--- src/rtl/fighter_action_sequencer.sv ---
// Conditions six raw joystick/button pins and sequences attack/parry actions
// through timed active/recovery windows with a one-deep combo buffer.
module fighter_action_sequencer #(
  parameter int DEBOUNCE_CYCLES = 1000000,
  parameter int ATTACK_ACTIVE   = 16,
  parameter int ATTACK_RECOVER  = 32,
  parameter int PARRY_ACTIVE    = 8,
  parameter int PARRY_RECOVER   = 24
) (
  input  logic       clk,
  input  logic       reset,
  input  logic       left,
  input  logic       right,
  input  logic       up,
  input  logic       down,
  input  logic       attack,
  input  logic       pery,
  output logic [3:0] move_dir,
  output logic [1:0] action_code,
  output logic       action_valid,
  input  logic       action_ready,
  output logic       busy,
  output logic [1:0] phase,
  output logic [6:0] led_outputs
);

  localparam int DW   = (DEBOUNCE_CYCLES > 1) ? $clog2(DEBOUNCE_CYCLES) : 1;
  localparam int TMAX_A = (ATTACK_ACTIVE > ATTACK_RECOVER) ? ATTACK_ACTIVE : ATTACK_RECOVER;
  localparam int TMAX_P = (PARRY_ACTIVE > PARRY_RECOVER) ? PARRY_ACTIVE : PARRY_RECOVER;
  localparam int TMAX   = (TMAX_A > TMAX_P) ? TMAX_A : TMAX_P;
  localparam int TW     = (TMAX > 1) ? $clog2(TMAX) : 1;

  localparam logic [DW-1:0] DEB_LAST  = DW'(DEBOUNCE_CYCLES - 1);
  localparam logic [TW-1:0] T_ATK_ACT = TW'(ATTACK_ACTIVE - 1);
  localparam logic [TW-1:0] T_ATK_REC = TW'(ATTACK_RECOVER - 1);
  localparam logic [TW-1:0] T_PRY_ACT = TW'(PARRY_ACTIVE - 1);
  localparam logic [TW-1:0] T_PRY_REC = TW'(PARRY_RECOVER - 1);

  localparam logic [1:0] CODE_NONE   = 2'd0;
  localparam logic [1:0] CODE_ATTACK = 2'd1;
  localparam logic [1:0] CODE_PARRY  = 2'd2;

  typedef enum logic [2:0] {
    IDLE        = 3'd0,
    ATK_ACTIVE  = 3'd1,
    ATK_RECOVER = 3'd2,
    PRY_ACTIVE  = 3'd3,
    PRY_RECOVER = 3'd4
  } state_t;

  // Bit order {pery, attack, down, up, right, left} throughout.
  logic [5:0]    raw;
  logic [5:0]    sync1;
  logic [5:0]    sync2;
  logic [5:0]    clean;
  logic [DW-1:0] deb_cnt [6];

  state_t        state;
  logic [TW-1:0] timer;
  logic          combo_full;
  logic          combo_parry;
  logic          prev_attack;
  logic          prev_pery;
  logic          attack_rise;
  logic          pery_rise;
  logic [1:0]    lr_dir;
  logic [1:0]    ud_dir;

  assign raw = {pery, attack, down, up, right, left};

  // Two-flop synchroniser and per-input stability counter.
  always_ff @(posedge clk or posedge reset) begin
    if (reset) begin
      sync1 <= 6'b000000;
      sync2 <= 6'b000000;
      clean <= 6'b000000;
      for (int i = 0; i < 6; i++) begin
        deb_cnt[i] <= '0;
      end
    end else begin
      sync1 <= raw;
      sync2 <= sync1;
      for (int i = 0; i < 6; i++) begin
        if (sync2[i] == clean[i]) begin
          deb_cnt[i] <= '0;
        end else if (deb_cnt[i] == DEB_LAST) begin
          clean[i]   <= sync2[i];
          deb_cnt[i] <= '0;
        end else begin
          deb_cnt[i] <= deb_cnt[i] + DW'(1);
        end
      end
    end
  end

  assign attack_rise = clean[4] & ~prev_attack;
  assign pery_rise   = clean[5] & ~prev_pery;

  // Action sequencer: state, window timer, combo buffer and command handshake.
  always_ff @(posedge clk or posedge reset) begin
    if (reset) begin
      state        <= IDLE;
      timer        <= '0;
      combo_full   <= 1'b0;
      combo_parry  <= 1'b0;
      prev_attack  <= 1'b0;
      prev_pery    <= 1'b0;
      action_valid <= 1'b0;
      action_code  <= CODE_NONE;
    end else begin
      prev_attack <= clean[4];
      prev_pery   <= clean[5];
      if (action_valid && action_ready) begin
        action_valid <= 1'b0;
        action_code  <= CODE_NONE;
      end
      case (state)
        IDLE: begin
          // Parry takes priority when both buttons rise together.
          if (pery_rise) begin
            state        <= PRY_ACTIVE;
            timer        <= T_PRY_ACT;
            action_valid <= 1'b1;
            action_code  <= CODE_PARRY;
          end else if (attack_rise) begin
            state        <= ATK_ACTIVE;
            timer        <= T_ATK_ACT;
            action_valid <= 1'b1;
            action_code  <= CODE_ATTACK;
          end
        end
        ATK_ACTIVE: begin
          if (timer == '0) begin
            state <= ATK_RECOVER;
            timer <= T_ATK_REC;
          end else begin
            timer <= timer - TW'(1);
          end
        end
        PRY_ACTIVE: begin
          if (timer == '0) begin
            state <= PRY_RECOVER;
            timer <= T_PRY_REC;
          end else begin
            timer <= timer - TW'(1);
          end
        end
        ATK_RECOVER, PRY_RECOVER: begin
          // Leaving needs the window elapsed and the last command accepted.
          if ((timer == '0) && !action_valid) begin
            combo_full <= 1'b0;
            if (combo_full && combo_parry) begin
              state        <= PRY_ACTIVE;
              timer        <= T_PRY_ACT;
              action_valid <= 1'b1;
              action_code  <= CODE_PARRY;
            end else if (combo_full) begin
              state        <= ATK_ACTIVE;
              timer        <= T_ATK_ACT;
              action_valid <= 1'b1;
              action_code  <= CODE_ATTACK;
            end else begin
              state <= IDLE;
            end
          end else begin
            if (timer != '0) begin
              timer <= timer - TW'(1);
            end
            if (!combo_full && (attack_rise || pery_rise)) begin
              combo_full  <= 1'b1;
              combo_parry <= pery_rise;
            end
          end
        end
        default: begin
          state        <= IDLE;
          timer        <= '0;
          combo_full   <= 1'b0;
          action_valid <= 1'b0;
          action_code  <= CODE_NONE;
        end
      endcase
    end
  end

  // Status decode and movement gating, all from registered state.
  always_comb begin
    busy   = (state != IDLE);
    lr_dir = (clean[0] && clean[1]) ? 2'b00 : clean[1:0];
    ud_dir = (clean[2] && clean[3]) ? 2'b00 : clean[3:2];
    case (state)
      IDLE:                     phase = 2'd0;
      ATK_ACTIVE, PRY_ACTIVE:   phase = 2'd1;
      ATK_RECOVER, PRY_RECOVER: phase = 2'd2;
      default:                  phase = 2'd0;
    endcase
    if (state == IDLE) begin
      move_dir = {ud_dir, lr_dir};
    end else begin
      move_dir = 4'b0000;
    end
    led_outputs = {clean, busy};
  end

endmodule
--- config.mk ---
export PLATFORM = sky130hd
export DESIGN_NAME = fighter_action_sequencer
export DESIGN_NICKNAME = d
export VERILOG_FILES = /design/src/rtl/fighter_action_sequencer.sv
export SDC_FILE = /design/constraint.sdc
export NUM_CORES = 1
export LEC_CHECK = 0
export BUFFER_PORTS_ARGS = -buffer_cell sky130_fd_sc_hd__buf_2
export CELL_PAD_IN_SITES_DETAIL_PLACEMENT = 1
export CELL_PAD_IN_SITES_GLOBAL_PLACEMENT = 1
export CORE_MARGIN = 2
export CORE_UTILIZATION = 53
export CTS_CLUSTER_DIAMETER = 150
export DETAILED_ROUTE_END_ITERATION = 8
export GPL_ROUTABILITY_DRIVEN = 0
export PLACE_DENSITY = 0.83
export SYNTH_ARGS = -nofsm -noshare
export SYNTH_HDL_FRONTEND = slang
export SYNTH_SLANG_ARGS = --single-unit
--- constraint.sdc ---
create_clock -name clk -period 8.7 [get_ports clk]
set_input_delay 0.435 -clock clk [delete_from_list [all_inputs] [get_ports clk]]
set_output_delay 0.435 -clock clk [all_outputs]
set_load 0.05 [all_outputs]
# ---- Word-level counts from Yosys, hierarchy flattened
# Cells that the tools add are included.
dict set report word_totals {
  regBits 153
  inputBits 9
}
dict set report classes {
  addsub 7
  n_eq_ne 23
  n_mux 50
  bitwise_logic 12
  reduce_logical 26
}
# cell n
set ops {}
lappend ops {{two-way mux 20 bit} 12}
lappend ops {{adder 20 x 1 -> 20 bit, second input constant} 6}
lappend ops {{== test 20 bit, second input constant} 6}
lappend ops {{two-way mux 5 bit} 8}
lappend ops {{case mux 5 bit (4 select lines)} 1}
lappend ops {{two-way mux 2 bit} 9}
lappend ops {{two-way mux 3 bit} 5}
lappend ops {{AND reduction 2 bit} 7}
lappend ops {{case mux 3 bit (4 select lines)} 1}
lappend ops {{inverter 1 bit} 10}
lappend ops {{two-way mux 1 bit} 9}
lappend ops {{inequality test 3 bit, second input constant} 3}
lappend ops {{== test 1 bit} 6}
lappend ops {{== test 3 x 2 -> 1 bit, second input constant} 2}
lappend ops {{logical AND 1 bit} 6}
lappend ops {{inequality test 2 bit, second input constant} 3}
lappend ops {{case mux 2 bit (3 select lines)} 1}
lappend ops {{AND reduction 3 bit} 2}
lappend ops {{zero test 5 bit} 1}
lappend ops {{nonzero test 5 bit} 1}
lappend ops {{subtractor 5 x 1 -> 5 bit, second input constant} 1}
lappend ops {{two-way mux 4 bit} 1}
lappend ops {{inequality test 4 bit, second input constant} 1}
lappend ops {{case mux 2 bit (2 select lines)} 1}
lappend ops {{other kinds (12)} 15}

# ---- Longest topological paths before layout
dict set report depth {
  ltp_word 7
  ltp_mapped 8
  mapped_depth_nobuf 7
}

# ---- Least setup slack after synthesis
# OpenSTA, ideal clock, no wires.
dict set report synth_path {
  path_kind {register to output}
  startpoint {register state[2]}
  endpoint {output port move_dir[0]}
  t_arrival_ns 2.227
  t_required_ns 8.265
  path_slack_ns 6.038
  stages_incl_launch_ff 4
  n_path_buf 0
  cell_sequence {dfrtp_1 nor3_4 inv_1 nor3b_1}
}
dict set report synth_via {
  elab_chain_len 2
}
# item line_no
set synth_lines {}
lappend synth_lines {{start: declaration} 58} ;# state_t state;
lappend synth_lines {{start signal: assignment} 102} ;# state <= IDLE;
lappend synth_lines {{start signal: assignment} 121} ;# state <= PRY_ACTIVE;
lappend synth_lines {{start signal: assignment} 126} ;# state <= ATK_ACTIVE;
lappend synth_lines {{zero test 3 bit} 197} ;# if (state == IDLE) begin
lappend synth_lines {{two-way mux 4 bit} 197}
lappend synth_lines {{end: declaration} 18} ;# output logic [3:0] move_dir,
# No other way between the ends.

# ---- Final worst setup path
dict set report layout_path {
  startpoint {register state[2]}
  endpoint {output port move_dir[3]}
}
# The elaborated chain is that of the path after synthesis.

==> impl_metrics.yaml <==
status:
  status: "finished, final reports clean"
sta:
  post-route-period-util_pct: 29.2
  tns_ps: 0
  min_period_ps: 2540
  rsz0062_at_grt: "no"
  hold_viol: 0
  skew_ps: 4.51
  setup_slack_ps: 6160
  tightest_slew_ps: 895
  maxClockFrequency_ghz: 0.394
  slew_headroom_pct: 39.8
  final-max-slew-violation-count: 0
  setup-violations-final: 0
critical_path:
  worstPathRequired_ps: 8270
  path_cells: "nor3_4 > inv_1 > nor3b_1 > buf_2"
  start_kind: "flop"
  arrival_ps: 2100
  crit_path_end_kind: "output pin"
  slowest_delay_ps: 560
  crit_type: "reg2out"
  crit_fanout: 15
  worst_path_max_delay_cell: "dfrtp_1"
global_routing:
  grt_pass1_wl_um: 28900
  globalRouteOverflowTotal: 0
  grt_use_total_pct: 24.7
  grt_pass1_vias: 5990
  grt_max_degree: 89
  antenna_found_initial: 0
clock_network:
  clk_pin_slew_ps: 60
  postCtsSetupBuffers: 0
  clockRootBuffer: "clkbuf_16"
  cts_sinks: 153
  cts_resized: 0
  clk_path_buf_depth: 2
  insertion_delay_ps: 430
  cts_hold_buf: 0
  cts_buffers: 17
  tritoncts: "yes"
  htree_levels: 4
floorplanning:
  start_util_pct: 54.9
  design.die.area_um2: 14800
  die_x_um: 122
  rows: 42
  die_h_um: 122
  core_area_um2: 13300
  ios: 26
synthesis:
  synth_area_leaders: "dfrtp_1 52%, xor2_1 7.9%, nor2_1 7.4%"
  synth_fa_ha_area_share_pct: 1.20
  syn_nets: 746
  synth_top_cell_by_area: "dfrtp_1"
  synth-compound-area-share_pct: 3.16
  yosys.area.top_type_share_pct: 52.3
  synth_seq_cells: 153
  synthSimpleGateAreaFrac_pct: 25.7
  syn_area_um2: 7320
  ys_top_cells_by_count: "153 x dfrtp_1, 144 x nor2_1, 66 x xor2_1"
  ys_types: 56
  syn_inst: 730
  synthMuxAreaShare_pct: 1.21
  ys_seq_area_share_pct: 52.3
  synthArstFlopShare_pct: 100
  synth_top_family_by_area: "simple AND/OR/NAND/NOR gates"
  synth_edf_count: 0
  avgSynthCellArea_um2: 10.0
  synthXorXnorAreaFrac_pct: 14.0
  ys_warn_count: 0
  ys.flop_type: "dfrtp_1"
  yosysMostFrequentCell: "dfrtp_1"
pwr:
  ir_drop_v: 0.000141
  seq_power_share_pct: 50.8
  switching_power_mw: 0.311
  powerDensity_nw_per_um2: 178
  p_leak_nw: 3.62
  power.internal_mw: 1.13
  clock_power_share_pct: 46.3
  comb_power_share_pct: 2.9
  swShare_pct: 21.6
placed_design:
  dp_hpwl_um: 11000
  placed_area_um2: 7570
  numPortBuffers: 25
  dpl_worst_slack_ps: 6440
  dpl.cell_count: 914
routing:
  drtPass1Iterations: 4
  vias: 5379
  drcViolationCount: 0
  wl_per_cell_um: 17.4
  via_per_inst: 5.70
  wl_um: 16400
  ant_nets: 0
  drtIter0Drc: 295
finish:
  fill_cells: 1489
  nets: 773
  final_cells: 943
  fin_area_um2: 8100
  area_delta_synth_final_pct: 10.6
  drive_gt1_share_pct: 9.39
  n_antenna_cell: 0
min_path:
  hold_path_class: "in2reg"
job:
  drv_cap: 0
## per-stage QoR
stage / utilization (%) / hold slack, ps / total power [mW]
after floorplan: - / 331 / 0.773
after global placement: 56.7 / 333 / 0.782
after detailed placement: 56.7 / 336 / 0.785
after CTS: 60.7 / 97.1 / 1.45
after global routing: 60.7 / 96.6 / 1.49
final: 60.7 / 112 / 1.44
## kinds of logic (layout without fill, tap and decap cells)
kind of cell    count (synthesis)  after routing
compound gates                 33             33
fa+ha+maj                       7              7
mux                             8              8
flops                         153            153
xor+xnor                      117            117
simple gates                  374            374
buf+inv                        38             75
## layout by cell type, fill, tap and decap left out, types with 5 or more instances in the layout
| master | Yosys | routed |
|---|---|---|
| nor3b_1 | 7 | 7 |
| and2_1 | 9 | 9 |
| inv_1 | 20 | 19 |
| and3_1 | 21 | 21 |
| clkbuf_8 | 0 | 5 |
| nand3_1 | 46 | 46 |
| xnor2_1 | 51 | 51 |
| nand2b_1 | 7 | 7 |
| buf_2 | 10 | 25 |
| xor2_1 | 66 | 66 |
| nor2_1 | 144 | 144 |
| nor3_1 | 19 | 19 |
| nor4_1 | 13 | 13 |
| o21ai_0 | 5 | 5 |
| a21oi_1 | 6 | 6 |
| nand2_1 | 48 | 48 |
| mux2_2 | 7 | 7 |
| clkbuf_16 | 0 | 17 |
| nand4_1 | 25 | 25 |
| ha_1 | 7 | 7 |
| and4_1 | 7 | 7 |
| dfrtp_1 | 153 | 153 |
## final timing paths
path                             start           to  slack (ps)  cells past startpoint
max                           state[2]  move_dir[3]        6160                      4
min                               pery     sync1[5]         110                      1
max reg2reg                deb_cnt[95]  deb_cnt[86]        6420                      5
min reg2reg                   sync1[5]     sync2[5]         350                      0
max in group asynchronous        reset  deb_cnt[17]        7200                      3
min in group asynchronous        reset  deb_cnt[25]         170                      2
## power by group through the flow
stage / clock network, mW / logic [mW] / registers [mW]
5_1_grt: 0.709 / 0.0481 / 0.732
6_report: 0.667 / 0.0412 / 0.731
3_5_place_dp: 0 / 0.0423 / 0.743
3_3_place_gp: 0 / 0.0398 / 0.742
4_1_cts: 0.680 / 0.0431 / 0.731
2_1_floorplan: 0 / 0.0328 / 0.741
## critical path, delay by kind of cell (launching register included)
kind                   cells  cell delay (ps)
buffers and inverters      2              520
DFF                        1              560
and+or+nand+nor            2              590
## layer usage
metal | global-route usage, % | vias to the layer above | part of all wire (%)
met1 | 31.4 | 2770 | 44
li1 | - | 2525 | -
met3 | 5.15 | 20 | 2.7
met5 | 0 | - | 0
met4 | 8.33 | 0 | 1.3
met2 | 42.3 | 64 | 52
## state kept, by name, summed over array words and instances (netlist names), 2 cells and up
name,flops
action_code,2
clean,6
deb_cnt,120
state,3
sync1,6
sync2,6
timer,5
## final cells by class
cell class	count	area [um^2]	share of cell area, %
Clock buffer	26	509	6.29
Multi-Input combinational cell	539	3310	40.9
Timing Repair Buffer	26	133	1.64
Inverter	20	80.1	0.989
Tap cell	176	220	2.72
Clock inverter	3	15.0	0.185
Sequential cell	153	3830	47.3
Power figures use the tool's default switching activity.
